<file path="src/rtl/grid_therm_decoder_if.sv">
// grid_therm_decoder_if
// Bundles the thermometer-word input handshake and the decoded result /
// statistics outputs of grid_therm_decoder.
//   in_valid, therm           : word from the prefix-AND grid (N bits, bit 0 fills first)
//   out_valid, count,
//   bubble_err                : decoded result, 2 clocks after the input
//   err_cnt, full_run         : saturating statistics
//   err_clr, err_sticky       : only with GRID_THERM_DECODER_STICKY_EN defined
// Modports: master = producer/consumer side (testbench, link logic),
//           slave  = the decoder itself.
interface grid_therm_decoder_if #(
  parameter int N     = 3,
  parameter int CW    = 2,
  parameter int RUN_W = 4
);
  logic             in_valid;
  logic [N-1:0]     therm;
  logic             out_valid;
  logic [CW-1:0]    count;
  logic             bubble_err;
  logic [7:0]       err_cnt;
  logic [RUN_W-1:0] full_run;
`ifdef GRID_THERM_DECODER_STICKY_EN
  logic             err_clr;
  logic             err_sticky;

  modport master (
    output in_valid, therm, err_clr,
    input  out_valid, count, bubble_err, err_cnt, full_run, err_sticky
  );
  modport slave (
    input  in_valid, therm, err_clr,
    output out_valid, count, bubble_err, err_cnt, full_run, err_sticky
  );
`else
  modport master (
    output in_valid, therm,
    input  out_valid, count, bubble_err, err_cnt, full_run
  );
  modport slave (
    input  in_valid, therm,
    output out_valid, count, bubble_err, err_cnt, full_run
  );
`endif
endinterface

</file>
<file path="src/rtl/grid_therm_decoder.sv">
// grid_therm_decoder
// Receive-side decoder for the interlink prefix-AND grid. Registers the
// incoming N-bit thermometer word, checks that it is a legal LSB-filled code,
// converts it to a binary fill count and keeps error / full-run statistics.
// Latency is 2 clocks from in_valid to out_valid, one word per clock.
// Ports:
//   clk  : rising-edge clock
//   rst  : asynchronous active-high reset
//   bus  : grid_therm_decoder_if.slave (in_valid, therm, out_valid, count,
//          bubble_err, err_cnt, full_run; err_clr/err_sticky when enabled)
// Optional feature: define GRID_THERM_DECODER_STICKY_EN to add the err_clr
// input and the err_sticky output (sticky bubble flag, set wins over clear).
module grid_therm_decoder #(
  parameter int N     = 3,
  parameter int CW    = 2,
  parameter int RUN_W = 4
) (
  input  logic               clk,
  input  logic               rst,
  grid_therm_decoder_if.slave bus
);

  localparam logic [RUN_W-1:0] RUN_MAX = '1;
  localparam logic [7:0]       ERR_MAX = 8'hFF;

  // Stage 1: raw word capture
  logic             s1_valid_reg;
  logic [N-1:0]     s1_therm_reg;

  // Stage 2: decoded result and statistics
  logic             out_valid_reg;
  logic [CW-1:0]    count_reg;
  logic             bubble_reg;
  logic [7:0]       err_cnt_reg;
  logic [RUN_W-1:0] full_run_reg;

  // Decode of the stage-1 word
  logic [N-1:0]     prefix;
  logic [CW-1:0]    dec_count;
  logic             dec_bubble;
  logic             dec_all_ones;

  // prefix[i] is 1 only while every bit from 0 up to i is set, so prefix is
  // the legal thermometer code of the leading run of ones. The word is legal
  // exactly when it equals its own prefix.
  assign prefix[0] = s1_therm_reg[0];
  generate
    for (genvar gi = 1; gi < N; gi++) begin : g_prefix
      assign prefix[gi] = prefix[gi-1] & s1_therm_reg[gi];
    end
  endgenerate

  always_comb begin
    dec_count = '0;
    for (int i = 0; i < N; i++) begin
      dec_count = dec_count + CW'(prefix[i]);
    end
  end

  assign dec_bubble   = (prefix != s1_therm_reg);
  assign dec_all_ones = prefix[N-1];

  always_ff @(posedge clk or posedge rst) begin
    if (rst) begin
      s1_valid_reg <= 1'b0;
      s1_therm_reg <= '0;
    end else begin
      s1_valid_reg <= bus.in_valid;
      s1_therm_reg <= bus.therm;
    end
  end

  always_ff @(posedge clk or posedge rst) begin
    if (rst) begin
      out_valid_reg <= 1'b0;
      count_reg     <= '0;
      bubble_reg    <= 1'b0;
      err_cnt_reg   <= '0;
      full_run_reg  <= '0;
    end else begin
      out_valid_reg <= s1_valid_reg;
      // count/bubble_err hold their last value across idle cycles
      if (s1_valid_reg) begin
        count_reg  <= dec_count;
        bubble_reg <= dec_bubble;
        if (dec_bubble && (err_cnt_reg != ERR_MAX)) begin
          err_cnt_reg <= err_cnt_reg + 8'd1;
        end
        if (!dec_all_ones) begin
          full_run_reg <= '0;
        end else if (full_run_reg != RUN_MAX) begin
          full_run_reg <= full_run_reg + 1'b1;
        end
      end
    end
  end

  assign bus.out_valid  = out_valid_reg;
  assign bus.count      = count_reg;
  assign bus.bubble_err = bubble_reg;
  assign bus.err_cnt    = err_cnt_reg;
  assign bus.full_run   = full_run_reg;

`ifdef GRID_THERM_DECODER_STICKY_EN
  logic sticky_reg;

  // Set is checked first so a bubble presented on the same edge as err_clr
  // leaves the flag asserted.
  always_ff @(posedge clk or posedge rst) begin
    if (rst) begin
      sticky_reg <= 1'b0;
    end else if (s1_valid_reg && dec_bubble) begin
      sticky_reg <= 1'b1;
    end else if (bus.err_clr) begin
      sticky_reg <= 1'b0;
    end
  end

  assign bus.err_sticky = sticky_reg;
`endif

endmodule

</file>
<file path="src/flat_wrapper.sv">
// flat-port wrapper written by rule: the top's interface ports become plain ports
module grid_therm_decoder_flat 
#(
  parameter int N     = 3,
  parameter int CW    = 2,
  parameter int RUN_W = 4
)
  (clk, rst, bus_in_valid, bus_therm, bus_out_valid, bus_count, bus_bubble_err, bus_err_cnt, bus_full_run);
  grid_therm_decoder_if #(.N(N), .CW(CW), .RUN_W(RUN_W)) bus_i ();
  input  logic clk;
  input  logic rst;
  input wire logic [$bits(bus_i.in_valid)-1:0] bus_in_valid;
  input wire logic [$bits(bus_i.therm)-1:0] bus_therm;
  output wire logic [$bits(bus_i.out_valid)-1:0] bus_out_valid;
  output wire logic [$bits(bus_i.count)-1:0] bus_count;
  output wire logic [$bits(bus_i.bubble_err)-1:0] bus_bubble_err;
  output wire logic [$bits(bus_i.err_cnt)-1:0] bus_err_cnt;
  output wire logic [$bits(bus_i.full_run)-1:0] bus_full_run;
  assign bus_i.in_valid = bus_in_valid;
  assign bus_i.therm = bus_therm;
  assign bus_out_valid = bus_i.out_valid;
  assign bus_count = bus_i.count;
  assign bus_bubble_err = bus_i.bubble_err;
  assign bus_err_cnt = bus_i.err_cnt;
  assign bus_full_run = bus_i.full_run;
  grid_therm_decoder #(.N(N), .CW(CW), .RUN_W(RUN_W)) u_core (.clk(clk), .rst(rst), .bus(bus_i));
endmodule
</file>
<file path="config.mk">
export PLATFORM = sky130hd
export DESIGN_NAME = grid_therm_decoder_flat
export DESIGN_NICKNAME = d
export VERILOG_FILES = /design/src/rtl/grid_therm_decoder_if.sv /design/src/rtl/grid_therm_decoder.sv /design/src/flat_wrapper.sv
export SDC_FILE = /design/constraint.sdc
export NUM_CORES = 1
export LEC_CHECK = 0
export ABC_AREA = 1
export BUFFER_PORTS_ARGS = -buffer_cell sky130_fd_sc_hd__buf_2
export CAP_MARGIN = 0
export CORE_ASPECT_RATIO = 1.5
export CORE_MARGIN = 2
export CORE_UTILIZATION = 45
export CTS_BUF_LIST = sky130_fd_sc_hd__clkbuf_4 sky130_fd_sc_hd__clkbuf_8
export DETAILED_ROUTE_END_ITERATION = 10
export GPL_TIMING_DRIVEN = 0
export PLACE_DENSITY = 0.65
export SETUP_SLACK_MARGIN = 0.02
export SYNTH_ARGS = -nofsm -noshare
export SYNTH_HDL_FRONTEND = slang
export SYNTH_SLANG_ARGS = --single-unit
</file>
<file path="constraint.sdc">
create_clock -name clk -period 2.5 [get_ports clk]
set_clock_uncertainty 0.15 [all_clocks]
set_input_delay 0.5 -clock clk [delete_from_list [all_inputs] [get_ports clk]]
set_output_delay 0.5 -clock clk [all_outputs]
set_load 0.005 [all_outputs]
</file>
==> run_results.csv, run 1 <==
group,metric,value,unit
synth,async_reset_ff_share,100,%
synth,yosys-top-cells-area,"dfrtp_1 49%, nand2_1 15%, nand2_2 6.8%, inv_1 4.1%, xnor2_1 3.4%",
floorplan,core_area,2180,µm²
synth,synth-compound-area-share,3.81,%
synth,synth.avg_cell_area,8.70,µm²
routing,vias,792,
clocking,insertion_delay,300,ps
global_route,track_usage,15.2,%
floorplan,die_width,42.8,µm
setup_path,worst-path-buf-inv,1,
layout,layout-drive-gt1-share,31.0,%
run_status,status,"finished clean",
layout,fin_area,1190,µm²
clocking,cts_tree,"yes",
synth,ys_ff_latch,20,
clocking,ctsRootBufferMaster,"clkbuf_4",
synth,yosys.area_share.simple,33.8,%
setup_path,critPathTopFamily,"flip-flops",
floorplan,die_y,62.3,µm
synth,synth_cell_types,19,
synth,synth_most_common_cell,"nand2_1",
synth,synth_adder_area_share,4.42,%
setup_path,path_cells,"buf_2",
setup_path,critPathMaxFanout,6,
timing,period_share,62.9,%
layout,syn_to_final_growth,16.7,%
setup_path,critPathLaunch,"u_core.bus.err_cnt[2]",
power,powerDensity,661,nW/µm²
layout,largest_reg_flops,8,
synth,yosys_most_used_dff,"dfrtp_1",
timing,whs,146,ps
layout,fin_nets,152,
placement,placed_area,1150,µm²
global_route,gr-total-overflow,0,
clocking,clkTransAtPathRegs,110,ps
power,peakVddDrop,0.000430,V
timing,finalSetupTns,0,ps
layout,antenna_cells,0,
routing,wl_met3,52,µm
job,cap_violations,0,
power,total_power,0.000786,W
synth,synthTopCellsByCount,"41 x nand2_1, 20 x dfrtp_1, 11 x inv_1, 11 x nand2_2, 7 x nor2_1",
floorplan,die_area,2670,µm²
synth,synth_top_area_cell,"dfrtp_1",
setup_path,worst-setup-path-type,"reg -> out",
clocking,cts_resized,0,
synth,yosysSeqAreaShare,49.1,%
routing,drtPass1Iterations,2,
worst_hold_path,hp-class,"in -> async",
setup_path,required,1850,ps
routing,detail-route-antenna-nets,0,
setup_path,critPathCaptureType,"output pin",
clocking,clock-sinks,20,
synth,yosysWarningCount,0,
placement,gp_congestion,0.796,
setup_path,slowest_stage,"dfrtp_1",
layout,utilization,54.5,%
setup_path,crit_arrival,920,ps
clocking,cts_buffers,3,
timing,hold_viol_final,0,
global_route,antenna_found_initial,0,
routing,totalWireLength,1720,µm
clocking,clock_path_buffers,2,
timing,worstMarginPinSlew,731,ps
global_route,first_global_vias,733,
routing,wl_met1,713,µm
routing,dr.first_iter.drc_count,18,
timing,relSlewSlack,51.2,%
timing,period_needed,1570,ps
setup_path,r2r-start,"u_core.bus.err_cnt[0]",
floorplan,io_pins,22,
setup_path,startpoint_type,"flop",
setup_path,max_stage_delay,460,ps
clocking,cts_setup_buffers,0,
routing,drc_errors,0,
routing,highest_layer,"met4",
synth,synth_top_family_by_area,"simple AND/OR/NAND/NOR gates",
synth,synthMuxAreaShare,0,%
timing,slew_violations,0,
timing,setup_viol,0,
global_route,grt_max_degree,21,
timing,rsz0062_at_grt,"no",
global_route,grt_pass1_wl,3060,µm
routing,vias_per_cell,4.80,
placement,numPortBuffers,21,
synth,netlist_instances,117,
setup_path,reg2reg_to,"u_core.bus.err_cnt[1]",
timing,fmax,636,MHz
clocking,htreeDepth,1,
setup_path,r2r_slack,1040,ps
synth,synth_top_area_share,49.1,%
floorplan,rows,21,
placement,hpwl,1340,µm
synth,synth_xor_area_share,3.44,%
synth,syn-num-nets,126,
routing,met2_length,919,µm
power,cellLeakagePower,0.653,nW
setup_path,r2r_cells,8,
synth,synth_area,1020,µm²
floorplan,start_util,46.7,%
routing,wl_per_cell,10.4,µm
synth,synth-edff-count,0,
setup_path,cp_num_cells,1,
clocking,hold_buffers,0,
## routing by layer
layer	up-vias	track usage (%)
li1	408	-
met1	366	18.0
met2	14	25.2
met3	4	1.74
met4	0	9.38
met5	-	0
## worst max-delay path by stage
stage                                  endpoint
final                            bus_err_cnt[2]
after global routing             bus_err_cnt[2]
after CTS                        bus_err_cnt[2]
after detailed placement  u_core.bus.err_cnt[5]
after global placement    u_core.bus.err_cnt[5]
after floorplan           u_core.bus.err_cnt[7]
## final cells by class
type	count	area (µm²)
well taps	23	28.8
clock buffers	4	36.3
inverters	13	55.1
flip-flops and latches	20	500
multi-input cells	84	463
repair buffers	21	105
fillers	197	992
## stage by stage
stage	setup slack, ps	instances
after global routing	880	165
after global placement	1060	161
after floorplan	1130	117
after CTS	917	165
after detailed placement	1050	161
final	927	165
## power breakdown
part | switching (W) | leakage [nW] | internal [W] | total [W]
clock | 0.0000980 | 0.0210 | 0.0000888 | 0.000187
sequential | 0.0000591 | 0.257 | 0.000367 | 0.000426
combinational | 0.0000879 | 0.375 | 0.0000845 | 0.000172
## cell families after synthesis
group	after synthesis
and+or+nand+nor	70
DFF	20
buffers and inverters	13
AOI/OAI and AO/OA	7
xor gates and xnor gates	4
adders and majority gates	3
## layout by cell type, fill, tap and decap left out
| master | n |
|---|---|
| nand2_1 | 41 |
| buf_2 | 21 |
| dfrtp_1 | 20 |
| nand2_2 | 11 |
| inv_1 | 11 |
| nor2_1 | 7 |
| nand3_1 | 5 |
| o21ai_0 | 5 |
| xnor2_1 | 4 |
| clkbuf_4 | 3 |
| nor2_4 | 2 |
| ha_1 | 2 |
| nand3_2 | 1 |
| clkinv_2 | 1 |
| nand2_4 | 1 |
| nand2_8 | 1 |
| inv_6 | 1 |
| o21ai_2 | 1 |
| nand4_1 | 1 |
| o21ai_1 | 1 |
| fa_1 | 1 |
| clkbuf_8 | 1 |
Note: power is estimated with default switching activity, not from simulation.
==> run 2: changes to the inputs <==
--- a/config.mk
+++ b/config.mk
@@ -14,7 +14,7 @@
 export CTS_BUF_LIST = sky130_fd_sc_hd__clkbuf_4 sky130_fd_sc_hd__clkbuf_8
 export DETAILED_ROUTE_END_ITERATION = 10
 export GPL_TIMING_DRIVEN = 0
-export PLACE_DENSITY = 0.65
+export PLACE_DENSITY = 0.68
 export SETUP_SLACK_MARGIN = 0.02
 export SYNTH_ARGS = -nofsm -noshare
 export SYNTH_HDL_FRONTEND = slang
==> constraint.sdc (replaced) <==
create_clock -name clk -period 1.4 [get_ports clk]
set_clock_uncertainty 0.15 [all_clocks]
set_input_delay 0.28 -clock clk [delete_from_list [all_inputs] [get_ports clk]]
set_output_delay 0.28 -clock clk [all_outputs]
set_load 0.005 [all_outputs]
==> run_results.csv, run 2 (synthesis results as in run 1) <==
group,metric,value,unit
run_status,status,"finished with violations",
run_status,violations,"negative setup slack",
placement,placed_area,1150,µm²
routing,drc_errors,0,
layout,final_cell_mix,"36 x nand2_1, 18 x buf_2, 15 x dfrtp_1",
setup_path,reg2reg_to,"u_core.bus.err_cnt[6]",
routing,totalWireLength,2020,µm
timing,relSlewSlack,71.3,%
floorplan,die_area,2670,µm²
timing,setup_viol,2,
timing,fmax,703,MHz
setup_path,path_cells,"buf_6 -> buf_6",
layout,fillerInstances,173,
power,powerDensity,1150,nW/µm²
routing,drtPass1Iterations,4,
clocking,clock-sinks,20,
floorplan,rows,21,
floorplan,die_y,62.3,µm
setup_path,cpMostUsedCell,"buf_6",
floorplan,start_util,46.7,%
placement,gp_congestion,0.830,
floorplan,die_width,42.8,µm
layout,antenna_cells,0,
timing,period_needed,1420,ps
timing,period_share,102,%
setup_path,worst-path-buf-inv,2,
setup_path,required,970,ps
setup_path,critPathTopFamily,"flip-flops",
setup_path,critPathCaptureType,"output pin",
layout,fin_area,1450,µm²
global_route,grt_max_degree,21,
layout,largest_reg_flops,8,
layout,fin_nets,168,
routing,vias,866,
timing,hold_viol_final,0,
routing,dr.first_iter.drc_count,4,
global_route,first_global_vias,833,
placement,dp_cells,161,
routing,wl_per_cell,11.2,µm
setup_path,worst-setup-path-type,"reg -> out",
worst_hold_path,hold_end,"u_core.bus.count[0]",
layout,layout-drive-gt1-share,46.2,%
setup_path,slowest_stage,"dfrtp_1",
clocking,htreeDepth,1,
floorplan,core_area,2180,µm²
setup_path,critPathMaxFanout,4,
routing,detail-route-antenna-nets,0,
setup_path,crit_arrival,990,ps
setup_path,r2r_slack,20,ps
clocking,cts_buffers,3,
floorplan,io_pins,22,
clocking,clock_path_buffers,2,
timing,worstMarginPinSlew,430,ps
global_route,grt_pass1_wl,3420,µm
routing,vias_per_cell,4.78,
timing,setup_ws,-22.8,ps
global_route,antenna_found_initial,0,
clocking,clkTransAtPathRegs,120,ps
layout,syn_to_final_growth,42.4,%
global_route,gr-total-overflow,0,
timing,slew_violations,0,
worst_hold_path,hp-class,"reg -> reg",
clocking,cts_tree,"yes",
setup_path,r2r-start,"u_core.bus.err_cnt[0]",
global_route,track_usage,16.6,%
worst_hold_path,min_path_cells,2,
worst_hold_path,worstHoldStart,"u_core.bus.count[0]",
clocking,ctsRootBufferMaster,"clkbuf_4",
placement,hpwl,1270,µm
placement,numPortBuffers,21,
setup_path,r2r_cells,8,
job,cap_violations,0,
timing,rsz0062_at_grt,"yes",
clocking,insertion_delay,310,ps
power,cellLeakagePower,0.768,nW
setup_path,max_stage_delay,440,ps
layout,final_common_cell,"nand2_1",
layout,final_cells,181,
power,peakVddDrop,0.00109,V
power,total_power,0.00167,W
setup_path,startpoint_type,"flop",
[run 2: cell types whose count changed in the layout (fill, tap and decap cells not counted), sizes merged]
| cell | before | now |
|---|---|---|
| nand2 | 54 | 55 |
| buf | 21 | 31 |
| inv | 12 | 11 |
| dlygate4sd3 | 0 | 5 |
| clkinvlp | 0 | 1 |
[run 2: metal layers]
layer  global-route usage [%]  vias to the layer above  wire, µm
met4                     8.59                        0        42
li1                         -                      441         -
met3                     1.74                        5        55
met1                     20.7                      402       822
met5                        0                        -         0
met2                     27.5                       18      1100
[run 2: worst max path at each step]
stage                     depth (start not counted)                  start                    end  slack (ps)
after floorplan                                   8  u_core.bus.err_cnt[0]  u_core.bus.err_cnt[7]          30
after global placement                            8  u_core.bus.err_cnt[0]  u_core.bus.err_cnt[5]         -40
after detailed placement                          8  u_core.bus.err_cnt[0]  u_core.bus.err_cnt[6]         -50
after CTS                                         2  u_core.bus.err_cnt[1]         bus_err_cnt[1]           5
after global routing                              8  u_core.bus.err_cnt[0]  u_core.bus.err_cnt[6]         -60
final                                             2  u_core.bus.err_cnt[0]         bus_err_cnt[0]         -20
[run 2: final cells by class]
cell class / count / area [µm²] / share of cell area [%]
flip-flops and latches: 20 / 507 / 34.9
multi-input cells: 85 / 554 / 38.2
inverters: 13 / 67.6 / 4.66
well taps: 23 / 28.8 / 1.98
repair buffers: 36 / 256 / 17.7
clock buffers: 4 / 36.3 / 2.50
[run 2: repair_timing]
item	CTS	global route
gates cloned	0	1
pin swaps	3	8
buffers inserted	8	2
gates resized for setup	9	26
hold buffers	5	0
hold endpoints to repair	24	0
endpoints found under the setup margin	13	38
[run 2: metrics by stage]
stage | util (%) | setup TNS (ps) | worst slack, ps | hold slack (ps)
5_1_grt | 66.5 | -443 | -58.0 | 391
2_1_floorplan | - | 0 | 34.0 | 93.8
4_1_cts | 61.2 | 0 | 4.88 | 352
3_5_place_dp | 52.8 | -330 | -51.1 | 242
3_3_place_gp | 52.8 | -238 | -38.4 | 240
6_report | 66.5 | -41.9 | -22.8 | 348
[run 2: worst reg2reg max path: stages, from the launching register on]
cell and delay [ps]:
dfrtp_1 430, ha_4 170, nand3_4 100, inv_4 70, nand2_4 70, nand2_8 100, clkinv_8 90, nand2_2 80
nand2_2 40
[run 2: where the power goes]
part | internal [W] | total [W] | leakage [nW] | switching (W)
Clock | 0.000159 | 0.000343 | 0.0210 | 0.000184
Sequential | 0.000667 | 0.000796 | 0.250 | 0.000129
Combinational | 0.000306 | 0.000533 | 0.497 | 0.000227
==> run 3: changes to the inputs <==
--- a/config.mk
+++ b/config.mk
@@ -5,16 +5,15 @@
 export SDC_FILE = /design/constraint.sdc
 export NUM_CORES = 1
 export LEC_CHECK = 0
-export ABC_AREA = 1
 export BUFFER_PORTS_ARGS = -buffer_cell sky130_fd_sc_hd__buf_2
 export CAP_MARGIN = 0
-export CORE_ASPECT_RATIO = 1.5
+export CORE_ASPECT_RATIO = 0.75
 export CORE_MARGIN = 2
 export CORE_UTILIZATION = 45
 export CTS_BUF_LIST = sky130_fd_sc_hd__clkbuf_4 sky130_fd_sc_hd__clkbuf_8
 export DETAILED_ROUTE_END_ITERATION = 10
 export GPL_TIMING_DRIVEN = 0
-export PLACE_DENSITY = 0.68
+export PLACE_DENSITY = 0.69
 export SETUP_SLACK_MARGIN = 0.02
 export SYNTH_ARGS = -nofsm -noshare
 export SYNTH_HDL_FRONTEND = slang
==> run_results.csv, run 3 <==
group,metric,value,unit
setup_path,critPathCaptureType,"flop",
clocking,cts_buffers,3,
layout,final_cell_mix,"17 x buf_2, 15 x dfrtp_1, 13 x buf_4",
routing,vias,782,
floorplan,start_util,46.9,%
synth,async_reset_ff_share,100,%
power,powerDensity,1180,nW/µm²
layout,final_common_cell,"buf_2",
layout,fin_nets,140,
floorplan,core_area,1960,µm²
routing,wl_met1,922,µm
synth,synth_top_area_share,54.3,%
timing,setup_viol,6,
floorplan,die_y,43.2,µm
clocking,insertion_delay,300,ps
power,p_comb_share,35.9,%
synth,yosysSeqAreaShare,54.3,%
power,total_power,0.00164,W
setup_path,required,1440,ps
clocking,clock-sinks,20,
synth,synthTopCellsByCount,"20 x dfrtp_1, 9 x o21ai_0, 8 x inv_1, 7 x nand2_1, 5 x a21oi_1",
floorplan,die_width,56.2,µm
placement,hpwl,1170,µm
setup_path,critPathMaxFanout,5,
synth,yosysWarningCount,0,
power,switchingPower,0.000505,W
timing,period_needed,1510,ps
routing,highest_layer,"met4",
setup_path,crit_arrival,1550,ps
setup_path,critPathTopFamily,"flip-flops",
placement,numPortBuffers,21,
power,swShare,30.9,%
global_route,track_usage,17.3,%
global_route,gr-total-overflow,0,
timing,hold_viol_final,0,
power,p_clk_share,16.3,%
run_status,violations,"negative setup slack",
synth,yosys-top-cells-area,"dfrtp_1 54%, o21ai_0 4.9%, xor2_1 3.8%, inv_1 3.3%, nand2_1 2.9%",
layout,antenna_cells,0,
synth,synth-edff-count,0,
setup_path,worst-path-buf-inv,0,
power,power_frac_seq,47.8,%
run_status,status,"finished with violations",
routing,vias_per_cell,5.11,
timing,setup_ws,-112,ps
timing,finalSetupTns,-364,ps
routing,totalWireLength,2000,µm
setup_path,max_stage_delay,450,ps
timing,rsz0062_at_grt,"yes",
floorplan,die_area,2430,µm²
setup_path,slowest_stage,"dfrtp_2",
routing,drtPass1Iterations,4,
routing,met2_length,915,µm
synth,synth_most_common_cell,"dfrtp_1",
layout,layout-drive-gt1-share,51.2,%
floorplan,rows,14,
clocking,ctsRootBufferMaster,"clkbuf_4",
power,cellLeakagePower,0.650,nW
setup_path,worst-setup-path-type,"reg -> reg",
timing,fmax,661,MHz
layout,fin_area,1380,µm²
clocking,htreeDepth,1,
setup_path,path_cells,"nor2b_4 -> o21ai_4 -> a41oi_2 -> mux2_4",
routing,detail-route-antenna-nets,0,
timing,period_share,108,%
layout,largest_reg_flops,8,
clocking,cts_tree,"yes",
timing,worstMarginPinSlew,442,ps
setup_path,startpoint_type,"flop",
layout,utilization,70.5,%
synth,synth_area,921,µm²
floorplan,io_pins,22,
job,cap_violations,0,
synth,netlist_instances,82,
synth,synth.avg_cell_area,11.2,µm²
clocking,clock_path_buffers,2,
synth,ys_ff_latch,20,
global_route,first_global_vias,677,
placement,placed_area,1060,µm²
global_route,grt_pass1_wl,3080,µm
routing,wl_met3,116,µm
worst_hold_path,hp-class,"reg -> reg",
synth,synth_cell_types,26,
global_route,grt_max_degree,21,
synth,syn-num-nets,91,
routing,dr.first_iter.drc_count,5,
layout,syn_to_final_growth,50.3,%
synth,yosys_most_used_dff,"dfrtp_1",
global_route,antenna_found_initial,0,
routing,drc_errors,0,
placement,gp_congestion,0.799,
power,p_int,0.00113,W
synth,synth_top_area_cell,"dfrtp_1",
timing,slew_violations,0,
routing,wl_per_cell,13.1,µm
clocking,clkTransAtPathRegs,100,ps
timing,relSlewSlack,70.5,%
power,peakVddDrop,0.000796,V
run 3: cell types whose count changed in the layout (fill, tap and decap cells not counted), sizes merged, moves of 3 or more:
cell and change:
xor2 +4, inv -4, nand2 -48, buf +8, a21oi +5, nor2 -7, o21ai +4, nor3 +3
xnor2 -4
run 3: final cells by class:
type	instances	area (µm²)
flip-flops and latches	20	507
well taps	24	30.0
fillers	153	578
multi-input cells	53	452
clock buffers	3	22.5
repair buffers	44	334
inverters	8	33.8
plain buffers	1	5.00
run 3: cells by family after synthesis:
kind of cell	after synthesis	share of synthesized area, %
simple gates	24	16.4
flops	20	54.3
buf+inv	9	3.67
xor+xnor	4	3.80
compound gates	18	12.2
mux	4	4.62
fa+ha+maj	3	4.89
run 3: timing repair:
item                                    in CTS  in global routing
endpoints found under the setup margin      10                 39
hold buffers                                 5                  0
endpoints found under the hold margin       24                  0
pin swaps                                    5                  7
resized for setup                           12                 19
buffers inserted                            12                  6
run 3: per-layer routing:
metal	track usage, %	up-vias
met5	0	-
met4	5.71	0
met3	6.71	8
met2	24.9	20
met1	23.9	372
li1	-	382
run 3: worst paths after layout:
| kind | startpoint | endpoint | slack, ps | cells past startpoint |
|---|---|---|---|---|
| min in group asynchronous | rst | u_core.bus.err_cnt[4] | 360 | 3 |
| worst max register to register | u_core.s1_therm_reg[1] | u_core.bus.err_cnt[1] | -110 | 4 |
| worst min-delay path | u_core.s1_valid_reg | u_core.bus.out_valid | 270 | 0 |
| worst max-delay path | u_core.s1_therm_reg[1] | u_core.bus.err_cnt[1] | -110 | 4 |
| max in group asynchronous | rst | u_core.s1_therm_reg[1] | 430 | 3 |
| worst min register to register | u_core.s1_valid_reg | u_core.bus.out_valid | 270 | 0 |
run 3: power groups by stage:
stage	clock [W]	combinational [W]	sequential, W
floorplan	0	0.000174	0.000785
global placement	0	0.000299	0.000790
detailed placement	0	0.000308	0.000795
CTS	0.000277	0.000515	0.000761
global route	0.000299	0.000654	0.000798
finish	0.000266	0.000588	0.000781
run 3: through the flow:
stage / worst slack [ps] / hold WS [ps] / std cells
2_1_floorplan: -45.0 / 93.8 / 82
3_3_place_gp: -122 / 238 / 127
3_5_place_dp: -151 / 239 / 127
4_1_cts: -145 / 280 / 147
5_1_grt: -174 / 291 / 153
6_report: -112 / 272 / 153
run 3: worst reg2reg max path, stage by stage (launching register included):
cell and delay [ps]:
dfrtp_2 450, nor2b_4 170, o21ai_4 100, a41oi_2 220, mux2_4 320
